===== src/rtl/sa_pkg.sv =====
// Shared types and defaults for the systolic-array input feeder and its skew line.
package sa_pkg;

  localparam int unsigned MUL_DATAWIDTH_DEF = 8;
  localparam int unsigned NUM_ROWS_DEF      = 4;
  localparam int unsigned ADDR_WIDTH_DEF    = 10;
  localparam int unsigned KLEN_WIDTH_DEF    = 10;

  typedef enum logic [1:0] {
    IDLE  = 2'd0,
    READ  = 2'd1,
    DRAIN = 2'd2,
    DONE  = 2'd3
  } feeder_state_t;

  // Extract one activation lane from a packed row word (default geometry).
  function automatic logic [MUL_DATAWIDTH_DEF-1:0] lane_slice(
    input logic [NUM_ROWS_DEF*MUL_DATAWIDTH_DEF-1:0] word,
    input int unsigned                               lane
  );
    return word[lane*MUL_DATAWIDTH_DEF +: MUL_DATAWIDTH_DEF];
  endfunction

endpackage


===== src/rtl/sa_skew_delay.sv =====
// Fixed-depth delay line carrying {valid, data}; DEPTH=0 collapses to a plain wire.
module sa_skew_delay #(
  parameter int unsigned WIDTH = 8,
  parameter int unsigned DEPTH = 1
) (
  input  logic             clk,
  input  logic             rst_n,
  input  logic             d_valid,
  input  logic [WIDTH-1:0] d_data,
  output logic             q_valid,
  output logic [WIDTH-1:0] q_data
);

  if (DEPTH == 0) begin : g_wire
    logic unused_clk_rst;
    assign unused_clk_rst = clk ^ rst_n;
    assign q_valid        = d_valid;
    assign q_data         = d_data;
  end else begin : g_pipe
    logic [WIDTH:0] pipe [DEPTH];

    always_ff @(posedge clk or negedge rst_n) begin
      if (!rst_n) begin
        for (int unsigned i = 0; i < DEPTH; i++) pipe[i] <= '0;
      end else begin
        pipe[0] <= {d_valid, d_data};
        for (int unsigned i = 1; i < DEPTH; i++) pipe[i] <= pipe[i-1];
      end
    end

    assign {q_valid, q_data} = pipe[DEPTH-1];
  end

endmodule


===== src/rtl/sa_input_feeder.sv =====
// Reads K activation columns from input memory and feeds them diagonally skewed
// into the west edge of the systolic array, signalling completion with o_done.
module sa_input_feeder
  import sa_pkg::*;
#(
  parameter int unsigned MUL_DATAWIDTH = MUL_DATAWIDTH_DEF,
  parameter int unsigned NUM_ROWS      = NUM_ROWS_DEF,
  parameter int unsigned ADDR_WIDTH    = ADDR_WIDTH_DEF,
  parameter int unsigned KLEN_WIDTH    = KLEN_WIDTH_DEF
) (
  input  logic                              clk,
  input  logic                              rst_n,
  input  logic                              i_start,
  input  logic [ADDR_WIDTH-1:0]             i_base_addr,
  input  logic [KLEN_WIDTH-1:0]             i_k_len,
  output logic                              o_mem_ren,
  output logic [ADDR_WIDTH-1:0]             o_mem_addr,
  input  logic [NUM_ROWS*MUL_DATAWIDTH-1:0] i_mem_rdata,
  output logic [NUM_ROWS*MUL_DATAWIDTH-1:0] o_row_data,
  output logic [NUM_ROWS-1:0]               o_row_valid,
  output logic                              o_busy,
  output logic                              o_done
);

  localparam int unsigned DATA_W  = NUM_ROWS * MUL_DATAWIDTH;
  localparam int unsigned DRAIN_W = $clog2(NUM_ROWS + 1);
  // Drain lasts NUM_ROWS+1 cycles: memory latency, stage 0 and the deepest skew line.
  localparam logic [DRAIN_W-1:0] DRAIN_LAST = DRAIN_W'(NUM_ROWS);

  feeder_state_t         state, state_nxt;
  logic [KLEN_WIDTH-1:0] k_len, k_len_nxt;
  logic [KLEN_WIDTH-1:0] k_cnt, k_cnt_nxt;
  logic [DRAIN_W-1:0]    drain_cnt, drain_nxt;
  logic                  ren_nxt;
  logic [ADDR_WIDTH-1:0] addr_nxt;
  logic                  done_nxt;

  logic                  rd_pending;
  logic                  stage0_valid;
  logic [DATA_W-1:0]     stage0_data;

  // State and control registers
  always_ff @(posedge clk or negedge rst_n) begin
    if (!rst_n) begin
      state      <= IDLE;
      k_len      <= '0;
      k_cnt      <= '0;
      drain_cnt  <= '0;
      o_mem_ren  <= 1'b0;
      o_mem_addr <= '0;
      o_done     <= 1'b0;
      o_busy     <= 1'b0;
    end else begin
      state      <= state_nxt;
      k_len      <= k_len_nxt;
      k_cnt      <= k_cnt_nxt;
      drain_cnt  <= drain_nxt;
      o_mem_ren  <= ren_nxt;
      o_mem_addr <= addr_nxt;
      o_done     <= done_nxt;
      o_busy     <= (state_nxt != IDLE);
    end
  end

  // Next-state and next-output decode
  always_comb begin
    state_nxt = state;
    k_len_nxt = k_len;
    k_cnt_nxt = k_cnt;
    drain_nxt = drain_cnt;
    ren_nxt   = 1'b0;
    addr_nxt  = o_mem_addr;
    done_nxt  = 1'b0;

    case (state)
      IDLE: begin
        if (i_start) begin
          k_len_nxt = i_k_len;
          k_cnt_nxt = '0;
          if (i_k_len == '0) begin
            state_nxt = DONE;
            done_nxt  = 1'b1;
          end else begin
            state_nxt = READ;
            ren_nxt   = 1'b1;
            addr_nxt  = i_base_addr;
          end
        end
      end
      READ: begin
        if (k_cnt == k_len - KLEN_WIDTH'(1)) begin
          state_nxt = DRAIN;
          drain_nxt = '0;
        end else begin
          ren_nxt   = 1'b1;
          addr_nxt  = o_mem_addr + ADDR_WIDTH'(1);
          k_cnt_nxt = k_cnt + KLEN_WIDTH'(1);
        end
      end
      DRAIN: begin
        if (drain_cnt == DRAIN_LAST) begin
          state_nxt = DONE;
          done_nxt  = 1'b1;
        end else begin
          drain_nxt = drain_cnt + DRAIN_W'(1);
        end
      end
      DONE: begin
        state_nxt = IDLE;
      end
      default: begin
        state_nxt = IDLE;
      end
    endcase
  end

  // Read-return tracking and stage-0 capture; bubbles are forced to zero here
  always_ff @(posedge clk or negedge rst_n) begin
    if (!rst_n) begin
      rd_pending   <= 1'b0;
      stage0_valid <= 1'b0;
      stage0_data  <= '0;
    end else begin
      rd_pending   <= o_mem_ren;
      stage0_valid <= rd_pending;
      stage0_data  <= rd_pending ? i_mem_rdata : '0;
    end
  end

  for (genvar r = 0; r < NUM_ROWS; r++) begin : g_row
    sa_skew_delay #(
      .WIDTH (MUL_DATAWIDTH),
      .DEPTH (r)
    ) u_skew (
      .clk     (clk),
      .rst_n   (rst_n),
      .d_valid (stage0_valid),
      .d_data  (stage0_data[r*MUL_DATAWIDTH +: MUL_DATAWIDTH]),
      .q_valid (o_row_valid[r]),
      .q_data  (o_row_data[r*MUL_DATAWIDTH +: MUL_DATAWIDTH])
    );
  end

endmodule

===== config.mk =====
export PLATFORM = sky130hd
export DESIGN_NAME = sa_input_feeder
export DESIGN_NICKNAME = d
export VERILOG_FILES = /design/src/rtl/sa_pkg.sv /design/src/rtl/sa_skew_delay.sv /design/src/rtl/sa_input_feeder.sv
export SDC_FILE = /design/constraint.sdc
export NUM_CORES = 1
export LEC_CHECK = 0
export BUFFER_PORTS_ARGS = -buffer_cell sky130_fd_sc_hd__buf_2
export CAP_MARGIN = 20
export CORE_MARGIN = 2
export CORE_UTILIZATION = 45
export DETAILED_ROUTE_END_ITERATION = 8
export HOLD_SLACK_MARGIN = 0.05
export PLACE_DENSITY = 0.68
export SKIP_CTS_REPAIR_TIMING = 1
export SLEW_MARGIN = 20
export SYNTH_ARGS = -nofsm -noshare
export SYNTH_HDL_FRONTEND = slang
export SYNTH_HIERARCHICAL = 1
export SYNTH_SLANG_ARGS = --single-unit

===== constraint.sdc =====
create_clock -name clk -period 3 [get_ports clk]
set_input_delay 0.3 -clock clk [delete_from_list [all_inputs] [get_ports clk]]
set_output_delay 0.3 -clock clk [all_outputs]
set_load 0.02 [all_outputs]

Yosys cells after proc, flatten, opt, wreduce, memory -nomap -nowiden
Cells that the tools add are included.
Widths: inputs -> output; s select.
Word-level totals
  flip-flop bits (word level): 126
  input port bits: 55
  output and inout port bits: 49
  word-level logic and storage cells: 64
Operators by class
  $add $sub $neg: 4
  eq/ne operators: 10
  mux-type cells: 24
  reductions and logical operators: 9
Operator list (count)
  $mux 10: 5
  $pmux 10 s2: 2
  $mux 32: 1
  $add 10x1->10 const B: 2
  $eq 10x10->1: 1
  $logic_not 10->1: 1
  $ne 2x2->1 const B: 5
  $sub 10x1->10 const B: 1
  $mux 2: 4
  $pmux 2 s4: 1
  $mux 1: 6
  $mux 3: 2
  $pmux 3 s2: 1
  $reduce_and 3->1: 2
  $reduce_bool 2->1: 3
  $eq 2x2->1 const B: 2
  $pmux 1 s2: 2
  $reduce_and 4->1: 1
  $add 3x1->3 const B: 1
  $eq 3x3->1 const B: 1
  $eq 2x1->1 const B: 1
  $logic_not 2->1: 1
  $reduce_and 2->1: 1

Longest topological paths before layout
Gate-level depths: netlist (run 1).
  word-level depth: 5
  mapped depth: 11
  mapped depth without buffers: 9

Cells and area by module
The synthesis (run 1) kept the hierarchy.
Modules (own cells, without submodules)
  sa_input_feeder: instances 1, cells an instance 344, area each 3414.5 sq um, seq. area each 1801.7 sq um
  sa_skew_delay at g_row[3].u_skew: instances 1, cells an instance 35, area each 735.7 sq um, seq. area each 675.6 sq um
  sa_skew_delay at g_row[2].u_skew: instances 1, cells an instance 26, area each 510.5 sq um, seq. area each 450.4 sq um
  sa_skew_delay at g_row[1].u_skew: instances 1, cells an instance 9, area each 225.2 sq um, seq. area each 225.2 sq um
  sa_skew_delay at g_row[0].u_skew: instances 1, cells an instance 9, area each 67.6 sq um, seq. area each 0.0 sq um

Worst setup path before layout (run 1)
Ideal clock, no wire load.
  path type: reg2reg
  start: register k_len[3]
  end: register o_mem_addr[5]
  library setup time: 0.125 ns
  data arrival time: 2.625 ns
  data required time: 2.875 ns
  path slack: 0.249 ns
  cell stages (with the launch flop): 10
  path buffers: 2
  clock period less this slack: 2.751 ns
  path through: dfrtp_1 or4_1 buf_2 or4_1 a21o_1 a31oi_4 nand2_2 a21o_1 buf_6 mux2_4
Between the ends
  cells in the longest elaborated chain, start to end: 4
Ends and longest elaborated chain
  start: declaration: line sa_input_feeder.sv:31  | logic [KLEN_WIDTH-1:0] k_len, k_len_nxt;
  start signal: assignment: line sa_input_feeder.sv:55  | k_len <= k_len_nxt;
  $sub 10x1->10: line sa_input_feeder.sv:91  | if (k_cnt == k_len - KLEN_WIDTH'(1)) begin
  $eq 10x10->1: line sa_input_feeder.sv:91
  $ne 2x2->1 (no source line)
  $reduce_and 4->1 (no source line)
  end signal: assignment: line sa_input_feeder.sv:59  | o_mem_addr <= addr_nxt;
  end: declaration: line sa_input_feeder.sv:17  | output logic [ADDR_WIDTH-1:0] o_mem_addr,
Every way passes these cells.
A chain may end at the register's enable or synchronous reset.

Worst setup path after layout (run 1)
Ends and elaborated chain as after synthesis.

==> results of run 1 <==
[metrics by stage]
stage               power (W)  hold WS (ns)  utilization
global placement     0.001939        0.3315       0.5071
detailed placement   0.001945        0.3347       0.5071
global route         0.004150       0.08015       0.6060
floorplan            0.001866      0.004409            -
finish               0.003997       0.08606       0.6060
CTS                  0.003990       -0.1995       0.5633
[area by class of cell]
class | instances | area [um^2]
Timing Repair Buffer | 160 | 1074
Sequential cell | 126 | 3153
Inverter | 12 | 45.04
Tap cell | 140 | 175.2
Clock buffer | 20 | 445.4
Clock inverter | 12 | 161.4
Fill cell | 858 | 4253
Multi-Input combinational cell | 243 | 1486
[worst min-delay path, cell delays in order]
cell and delay [ns]:
buf_2 0.10, nand2_1 0.05, o21ai_0 0.09
[power groups by stage]
stage	registers, W	logic (W)	clock network, W
finish	0.00177	0.000189	0.00204
global route	0.00177	0.000209	0.00217
CTS	0.00177	0.000146	0.00207
detailed placement	0.00180	0.000146	0
global placement	0.00180	0.000144	0
floorplan	0.00180	0.0000635	0
[layer usage]
metal  GRT usage  routed length [um]  share of wire  vias up
met3     0.03885                 545          0.054       16
met4     0.08059                 181          0.018        0
met1      0.2473                4533           0.45     1681
met5           0                   0              0        -
li1            -                   -              -     1691
met2      0.2671                4785           0.48      110
[cell families after synthesis]
family,synth area share
and+or+nand+nor,0.1627
DFF,0.6365
AOI/OAI and AO/OA,0.09271
buffers and inverters,0.06340
xor gates and xnor gates,0.02299
adders and majority gates,0.01263
muxes,0.009093
[how the worst max path moves through the flow]
stage                   from       endpoint  slack [ns]  depth (start not counted)
global placement    k_len[3]  o_mem_addr[5]        0.21                          7
CTS                 k_len[3]  o_mem_addr[5]        0.15                          7
global route        k_len[3]  o_mem_addr[1]        0.04                          9
detailed placement  k_len[3]  o_mem_addr[5]        0.19                          7
finish              k_len[3]  o_mem_addr[5]        0.15                          7
floorplan           k_len[3]  o_mem_addr[5]        0.25                          9
[placed cells by master, fill, tap and decap left out, drive strengths merged, types with 4 or more instances in the layout]
master,n
nand4,7
inv,13
xnor2,9
and2,35
o21ai,10
a211oi,4
buf,114
a31oi,4
clkbuf,20
nor3,7
nor4,4
clkinv,5
dlygate4sd3,46
nand2,51
a21oi,14
nand3,7
ha,5
o221ai,5
xor2,4
nor2,27
dfrtp,126
[flip-flops by register name (all words and copies together) (netlist names), 2 cells and up]
register and flops:
g_row.u_skew/q_data 16, k_cnt 10, k_len 10, g_row.u_skew/g_pipe.pipe 36
drain_cnt 3, g_row.u_skew/q_valid 2, o_mem_addr 10, stage0_data 32
state 2
==> reports/summary.txt, run 1 <==
Status: finished, final reports clean
Crit share post-route: 0.9516
Final #Nets: 620
Avg WL per Cell: 14.09 um
Vias in the first global route: 3279
Initial antenna violation count: 0
Final Setup Violations: 0
F_max: 0.3503 GHz
Gate Count Post-Synth: 423
Final Slew Violations: 0
Worst r2r dst: o_mem_addr[5]
Max-cap viol count: 0
Clock tree sinks: 126
Final instance area: 6540 um^2
DR vias/cell: 4.906
Placeable core area: 10790 um^2
Starting Density: 0.4590
Worst Setup Path Type: reg2reg
Slew Limit Headroom: 0.4465
Row cnt: 38
Post-synth top cells: dfrtp_1, nand2_1, and2_1
Maximum VDD drop: 317.9 uV
Worst EP arrival: 3.25 ns
Layout cells sized above 1: 0.2688
R2R cell count: 7
Synth Cell Area: 4954 um^2
Comb pwr share: 0.047
Sw Share: 0.2087
Yosys Warn Count: 6
Net switching power: 0.0008344 W
RePlAce Congestion: 0.8872
WP buf/inv: 0
HPWL Detailed: 6.721 mm
Drt pass-1 iters: 7
Ys flop type: dfrtp_1
Sequential group share of total power: 0.442
Latest clock arrival within the worst-skew pair: 0.51 ns
Clock Tree Buf Depth: 2
H-tree levels: 4
Max incr delay on CP: 0.58 ns
Worst Hold Path EP: k_len[0]
DP Area: 5473 um^2
Worst-path clk slew: 0.06 ns
I/O pin count: 104
Pre-CTS setup slack: 0.1857 ns
Die H: 108.9 um
ANT nets after route: 0
Final setup TNS: 0 ns
Largest net degree at the start of global routing: 83
PnR worst setup slack: 0.1451 ns
Non-filler cells, final: 713
Cell variety after synth: 61
CP Launch Type: register
Post-synth EDFFs: 0
Ant diodes: 0
Total clock buffers created by CTS: 17
Post-synthesis register bit count: 126
CP Data Required Time: 3.39 ns
Leakage power: 2.999 nW
Asr flop ratio synth: 1.000
DR DRC count: 0
Hold WC Path Type: in2reg
Yosys top cell area share: 0.6365
Initial DRC count: 173
PD cells: 611.2 nW/um^2
Count leader, synth: dfrtp_1
RSZ-0062 raised after global routing: no
Cells after DPL: 635
Crit end category: register
Die width: 108.9 um
CTS tree: built
Crit-path slowest cell: or4_1
Hold Path Stages: 3
Global-route usage over all layers: 0.1776
Die ar.: 11860 um^2
Via count: 3498
Syn Area/Cell: 11.71 um^2
Cell breakdown of the critical path: or4_1 -> or4_1 -> a21o_1 -> a31oi_4 -> nand2_2 -> a21o_1 -> mux2_4
Worst Path Max Fanout: 10
Internal: 0.003163 W
Clock share of power: 0.510
Hold Crit Start: i_k_len[0]
R2r startpoint: k_len[3]
Syn nets: 483
First-pass GRT wire length: 15.96 mm
Tmin final: 2.855 ns
R2R setup slack: 0.15 ns
Final Hold Viols: 0
Buffers on Ports: 103
Sequential area share after synthesis: 0.6365
Worst Clk Skew: 0.006564 ns
CP top delay family: simple AND/OR/NAND/NOR gates
Area contributors post-synth: dfrtp_1, and2_1, buf_4
Actual slew at the worst max-slew pin: 0.8302 ns
WL final: 10.05 mm
Dominant cell type by area after synthesis: dfrtp_1
Synthesis-to-finish area growth: 32.03%
CTS root buffer: clkbuf_8
GRT overflow: 0
Note: power is estimated with default switching activity, not from simulation.
==> run 2, diff against run 1 <==
BUFFER_PORTS_ARGS = -buffer_cell sky130_fd_sc_hd__clkbuf_2   (was -buffer_cell sky130_fd_sc_hd__buf_2)
RECOVER_POWER = 25   (was default)
==> run 2 against run 1 <==
Largest power group unchanged. Critical path type unchanged. Core utilization shrank 0.53 points. Highest routed layer unchanged. Flip-flop and latch count is the same. Wire length grew 2.5%. Worst setup slack gained 0.039 ns. Worst hold slack lost 0.055 ns.
==> reports/summary.txt, run 2 (synthesized netlist as in run 1, its figures left out) <==
Starting Density: 0.4590 (unchanged)
Largest net degree at the start of global routing: 84 (+1.2%)
CP Launch Type: register
Worst Path Max Fanout: 10 (unchanged)
Final Setup Violations: 0 (unchanged)
Final setup TNS: 0 ns (unchanged)
Worst-path clk slew: 0.06 ns (about the same)
Hold WC Path Type: in2reg
Sw Share: 0.2102 (+0.001471)
Maximum VDD drop: 375.8 uV (+18%)
Drt pass-1 iters: 4 (-3)
Hold Path Stages: 3 (unchanged)
Final Slew Violations: 0 (unchanged)
Via count: 3435 (-1.8%)
R2R cell count: 7 (unchanged)
Largest register FFs: 36 (unchanged)
Worst Hold Path EP: o_mem_addr[2]
Most common cell after layout, fill and taps aside: dfrtp_1
Final #Nets: 614 (-0.97%)
Max incr delay on CP: 0.57 ns (about the same)
Net switching power: 0.0008406 W (+0.75%)
Placeable core area: 10790 um^2 (unchanged)
Comb pwr share: 0.047 (about the same)
F_max: 0.3551 GHz (+1.4%)
Synthesis-to-finish area growth: 30.87%
Worst EP arrival: 3.21 ns (-0.04 ns)
Vias in the first global route: 3257 (-0.67%)
Global-route usage over all layers: 0.1794 (+0.001872)
RePlAce Congestion: 0.8927 (+0.62%)
CP Data Required Time: 3.39 ns (about the same)
DR DRC count: 0 (unchanged)
Hold Crit Start: i_base_addr[2]
Crit-path slowest cell: or4_1
Crit share post-route: 0.9388 (-0.01286)
Post-layout util: 0.6006 (-0.005333)
GRT overflow: 0 (unchanged)
Most frequent cells in the layout: dfrtp_1, clkbuf_2, nand2_1, dlygate4sd3_1, and2_1
H-tree levels: 4 (unchanged)
Buffers on Ports: 103 (unchanged)
R2R setup slack: 0.18 ns (+0.04 ns)
Die H: 108.9 um (unchanged)
Biggest register: g_row.u_skew/g_pipe.pipe
ANT nets after route: 0 (unchanged)
RSZ-0062 raised after global routing: no
Total clock buffers created by CTS: 17 (unchanged)
Slew Limit Headroom: 0.2626 (-0.1839)
Die width: 108.9 um (unchanged)
Avg WL per Cell: 14.57 um (+3.4%)
Internal: 0.003158 W (-0.14%)
DR vias/cell: 4.859 (-0.97%)
Worst Setup Path Type: reg2reg
Crit end category: register
Worst r2r dst: o_mem_addr[5]
PD cells: 616.9 nW/um^2 (+0.93%)
CTS root buffer: clkbuf_8
Clock tree sinks: 126 (unchanged)
Worst Clk Skew: 0.007633 ns (+0.001069 ns)
Leakage power: 3.020 nW (+0.68%)
Initial DRC count: 221 (+28%)
Sequential group share of total power: 0.443 (about the same)
Max-cap viol count: 0 (unchanged)
Final Hold Viols: 0 (unchanged)
Layout cells sized above 1: 0.2681 (-0.0006833)
Actual slew at the worst max-slew pin: 1.106 ns (+0.2759 ns)
Cell breakdown of the critical path: or4_1 -> or4_1 -> a21o_1 -> a31oi_4 -> nand2_2 -> a21o_1 -> mux2_4
R2r startpoint: k_len[3]
Status: finished, final reports clean
WL final: 10.30 mm (+2.5%)
Clock Tree Buf Depth: 2 (unchanged)
CTS tree: built
First-pass GRT wire length: 16.05 mm (+0.56%)
Clock share of power: 0.511 (about the same)
Initial antenna violation count: 0 (unchanged)
Ant diodes: 0 (unchanged)
I/O pin count: 104 (unchanged)
Latest clock arrival within the worst-skew pair: 0.50 ns (about the same)
Row cnt: 38 (unchanged)
Die ar.: 11860 um^2 (unchanged)
Tmin final: 2.816 ns (-0.03857 ns)
HPWL Detailed: 6.842 mm (+1.8%)
## run 2: changes by cell type in the layout (fill, tap and decap cells not counted), sizes merged
| cell | delta |
|---|---|
| buf | -106 |
| clkbuf | +102 |
| clkinv | +3 |
| clkinvlp | -3 |
| dlygate4sd3 | -3 |
| inv | +1 |
## run 2: critical path, delay by kind of cell (launching register included)
kind / cells / cell delay (ns)
and+or+nand+nor: 3 / 1.18
DFF: 1 / 0.45
muxes: 1 / 0.33
AOI/OAI and AO/OA: 3 / 0.74
## run 2: how the worst max path moves through the flow
| stage | depth (start not counted) | endpoint | startpoint |
|---|---|---|---|
| floorplan | 9 | o_mem_addr[5] | k_len[3] |
| global placement | 7 | o_mem_addr[5] | k_len[3] |
| detailed placement | 7 | o_mem_addr[5] | k_len[3] |
| CTS | 7 | o_mem_addr[5] | k_len[3] |
| global route | 9 | o_mem_addr[1] | k_len[3] |
| finish | 7 | o_mem_addr[5] | k_len[3] |
## run 2: power by group through the flow
stage | combinational [W] | clock (W) | sequential [W]
after floorplan | 0.0000635 | 0 | 0.00180
after global placement | 0.000143 | 0 | 0.00180
after detailed placement | 0.000146 | 0 | 0.00180
after CTS | 0.000146 | 0.00209 | 0.00177
after global routing | 0.000207 | 0.00218 | 0.00177
final | 0.000186 | 0.00204 | 0.00177
## run 2: cell type report
class / instances / area, um^2
fillers: 866 / 4310
flip-flops and latches: 126 / 3153
multi-input cells: 243 / 1486
repair buffers: 154 / 1018
clock buffers: 19 / 441.7
well taps: 140 / 175.2
clock inverters: 13 / 162.7
inverters: 12 / 45.04
## run 2: metrics by stage
stage	std cells	hold WS, ns	setup WS, ns	instance area [um^2]	total power, W
4_1_cts	664	-0.2048	0.1835	6055	0.004007
2_1_floorplan	423	0.004409	0.2495	4954	0.001866
5_1_grt	707	0.04796	0.06027	6482	0.004157
6_report	707	0.03145	0.1836	6482	0.003999
3_3_place_gp	632	0.3316	0.2142	5450	0.001940
3_5_place_dp	632	0.3347	0.2051	5450	0.001947
## run 2: layer usage
layer | GRT usage | vias up | part of all wire
met1 | 0.2440 | 1639 | 0.46
met2 | 0.2791 | 102 | 0.48
met4 | 0.07509 | 0 | 0.015
met3 | 0.04005 | 12 | 0.044
li1 | - | 1682 | -
met5 | 0 | - | 0
==> run 3, diff against run 2 <==
CTS_CLUSTER_SIZE = 16   (was default)
clock period = 3.3 ns   (was 3 ns; I/O delays follow)
==> run 3 against run 2 <==
Clock power decreased by 5%. Power decreased by 7.1%. Sequential power fell by 9%. Worst setup slack better by 0.12 ns. Worst hold slack gained 0.022 ns. Via count up 1.0%. Fmax fell by 6.0%. First-iteration DRC count fell by 23%. Cell count is 0.85% lower. Non-clock buffer count decreased by 6. Cell area fell by 0.42%. Largest power group unchanged.
==> reports/summary.txt, run 3 (synthesized netlist as in run 1, its figures left out) <==
Crit share post-route: 0.9075 (-0.03129)
R2R cell count: 9 (+2)
F_max: 0.3339 GHz (-6.0%)
Total clock buffers created by CTS: 17 (unchanged)
PnR worst setup slack: 0.3052 ns (+0.1216 ns)
Worst Setup Path Type: reg2reg
GRT overflow: 0 (unchanged)
Slew Limit Headroom: 0.1078 (-0.1548)
Via count: 3471 (+1.0%)
Total power: 0.003715 W (-7.1%)
Non-filler cells, final: 701 (-0.85%)
DR vias/cell: 4.951 (+1.9%)
Die width: 108.9 um (unchanged)
WL final: 10.09 mm (-2.0%)
Biggest register: g_row.u_skew/g_pipe.pipe
Latest clock arrival within the worst-skew pair: 0.51 ns (about the same)
Worst Hold Path EP: k_len[8]
Largest register FFs: 36 (unchanged)
RePlAce Congestion: 0.8450 (-5.3%)
CTS tree: built
Leakage power: 2.996 nW (-0.78%)
Die H: 108.9 um (unchanged)
Maximum VDD drop: 386.1 uV (+2.7%)
Worst r2r dst: o_mem_addr[5]
Clock tree sinks: 126 (unchanged)
R2R setup slack: 0.31 ns (+0.12 ns)
Layout cells sized above 1: 0.2620 (-0.006046)
Final instance area: 6455 um^2 (-0.42%)
Avg WL per Cell: 14.40 um (-1.2%)
Most common cell after layout, fill and taps aside: dfrtp_1
Final setup TNS: 0 ns (unchanged)
Pre-CTS setup slack: 0.3051 ns (+0.1001 ns)
Crit-path slowest cell: or3b_2
Hold WC Path Type: in2reg
Final Slew Violations: 0 (unchanged)
Placeable core area: 10790 um^2 (unchanged)
Most frequent cells in the layout: dfrtp_1, clkbuf_2, nand2_1, dlygate4sd3_1, and2_1
Synthesis-to-finish area growth: 30.31%
Row cnt: 38 (unchanged)
Clock Tree Buf Depth: 2 (unchanged)
Largest net degree at the start of global routing: 75 (-11%)
Hold Path Stages: 3 (unchanged)
HPWL Detailed: 6.645 mm (-2.9%)
Initial DRC count: 170 (-23%)
Max-cap viol count: 0 (unchanged)
Buffers on Ports: 103 (unchanged)
DP Area: 5420 um^2 (-0.55%)
ANT nets after route: 0 (unchanged)
Final Setup Violations: 0 (unchanged)
Drt pass-1 iters: 4 (unchanged)
Die ar.: 11860 um^2 (unchanged)
Actual slew at the worst max-slew pin: 1.338 ns (+0.2322 ns)
Global-route usage over all layers: 0.1775 (-0.001941)
Worst-path clk slew: 0.06 ns (about the same)
Final #Nets: 608 (-0.98%)
WP buf/inv: 1 (+1)
H-tree levels: 4 (unchanged)
Worst EP arrival: 3.40 ns (+0.19 ns)
DR DRC count: 0 (unchanged)
CP top delay family: simple AND/OR/NAND/NOR gates
Initial antenna violation count: 0 (unchanged)
Max incr delay on CP: 0.46 ns (-0.11 ns)
Ant diodes: 0 (unchanged)
Vias in the first global route: 3300 (+1.3%)
First-pass GRT wire length: 15.86 mm (-1.2%)
Worst Path Max Fanout: 10 (unchanged)
CP Data Required Time: 3.70 ns (+0.31 ns)
Final Hold Viols: 0 (unchanged)
Starting Density: 0.4590 (unchanged)
Critical Path Most Common Cell: a21o_1
CTS root buffer: clkbuf_8
CP Launch Type: register
Cells after DPL: 628 (-0.63%)
R2r startpoint: k_len[0]
Cell breakdown of the critical path: inv_1 -> ha_1 -> or3b_2 -> or4_1 -> a21o_1 -> a31oi_4 -> nand2_2 -> a21o_1 -> mux2_4
Crit end category: register
Worst Clk Skew: 0.007153 ns (-0.0004802 ns)
I/O pin count: 104 (unchanged)
Hold Crit Start: i_k_len[8]
Status: finished, final reports clean
PD cells: 575.6 nW/um^2 (-6.7%)
Tmin final: 2.995 ns (+0.1784 ns)
RSZ-0062 raised after global routing: no
run 3: cell count changes in the layout (fill, tap and decap cells not counted):
| cell | previous run | this run |
|---|---|---|
| dlygate4sd3_1 | 43 | 41 |
| clkinv_2 | 4 | 2 |
| clkinvlp_4 | 0 | 1 |
| clkbuf_1 | 0 | 1 |
| bufinv_16 | 3 | 4 |
| buf_4 | 7 | 3 |
| clkinv_4 | 4 | 2 |
| inv_6 | 2 | 3 |
run 3: worst max path at each step:
stage,startpoint,endpoint,slack (ns),depth (start not counted)
3_5_place_dp,k_len[0],o_mem_addr[5],0.31,9
4_1_cts,k_len[0],o_mem_addr[5],0.29,9
5_1_grt,k_len[0],k_cnt[0],0.15,10
2_1_floorplan,k_len[3],o_mem_addr[5],0.55,9
3_3_place_gp,k_len[0],o_mem_addr[5],0.37,9
6_report,k_len[0],o_mem_addr[5],0.31,9
run 3: worst reg2reg max path: stages (launching register included):
cell,delay [ns]
dfrtp_1,0.44
inv_1,0.10
ha_1,0.32
or3b_2,0.46
or4_1,0.40
a21o_1,0.22
a31oi_4,0.23
nand2_2,0.09
a21o_1,0.29
mux2_4,0.34
run 3: area by class of cell:
type / count / area [um^2]
Clock buffer: 20 / 445.4
Multi-Input combinational cell: 243 / 1486
Inverter: 12 / 45.04
Tap cell: 140 / 175.2
Clock inverter: 12 / 181.4
Fill cell: 895 / 4338
Timing Repair Buffer: 148 / 968.4
Sequential cell: 126 / 3153
run 3: stage by stage:
| step | hold WS (ns) | util |
|---|---|---|
| final | 0.05335 | 0.5981 |
| after global placement | 0.3311 | 0.5022 |
| after detailed placement | 0.3347 | 0.5022 |
| after floorplan | 0.03441 | - |
| after CTS | -0.1337 | 0.5603 |
| after global routing | 0.05407 | 0.5981 |
run 3: report_power, final:
part	switching [W]	total, W	internal [W]
Combinational	0.0000863	0.000167	0.0000806
Clock	0.000667	0.00194	0.00127
Sequential	0.0000133	0.00161	0.00160
Total	0.000766	0.00372	0.00295
run 3: per-layer routing:
metal  wire length, um  vias to the layer above  track usage
met5                 0                        -            0
met4               127                        0      0.06777
met3               566                       10      0.05918
met2              4677                      104       0.2653
met1              4719                     1685       0.2407
li1                  -                     1672            -
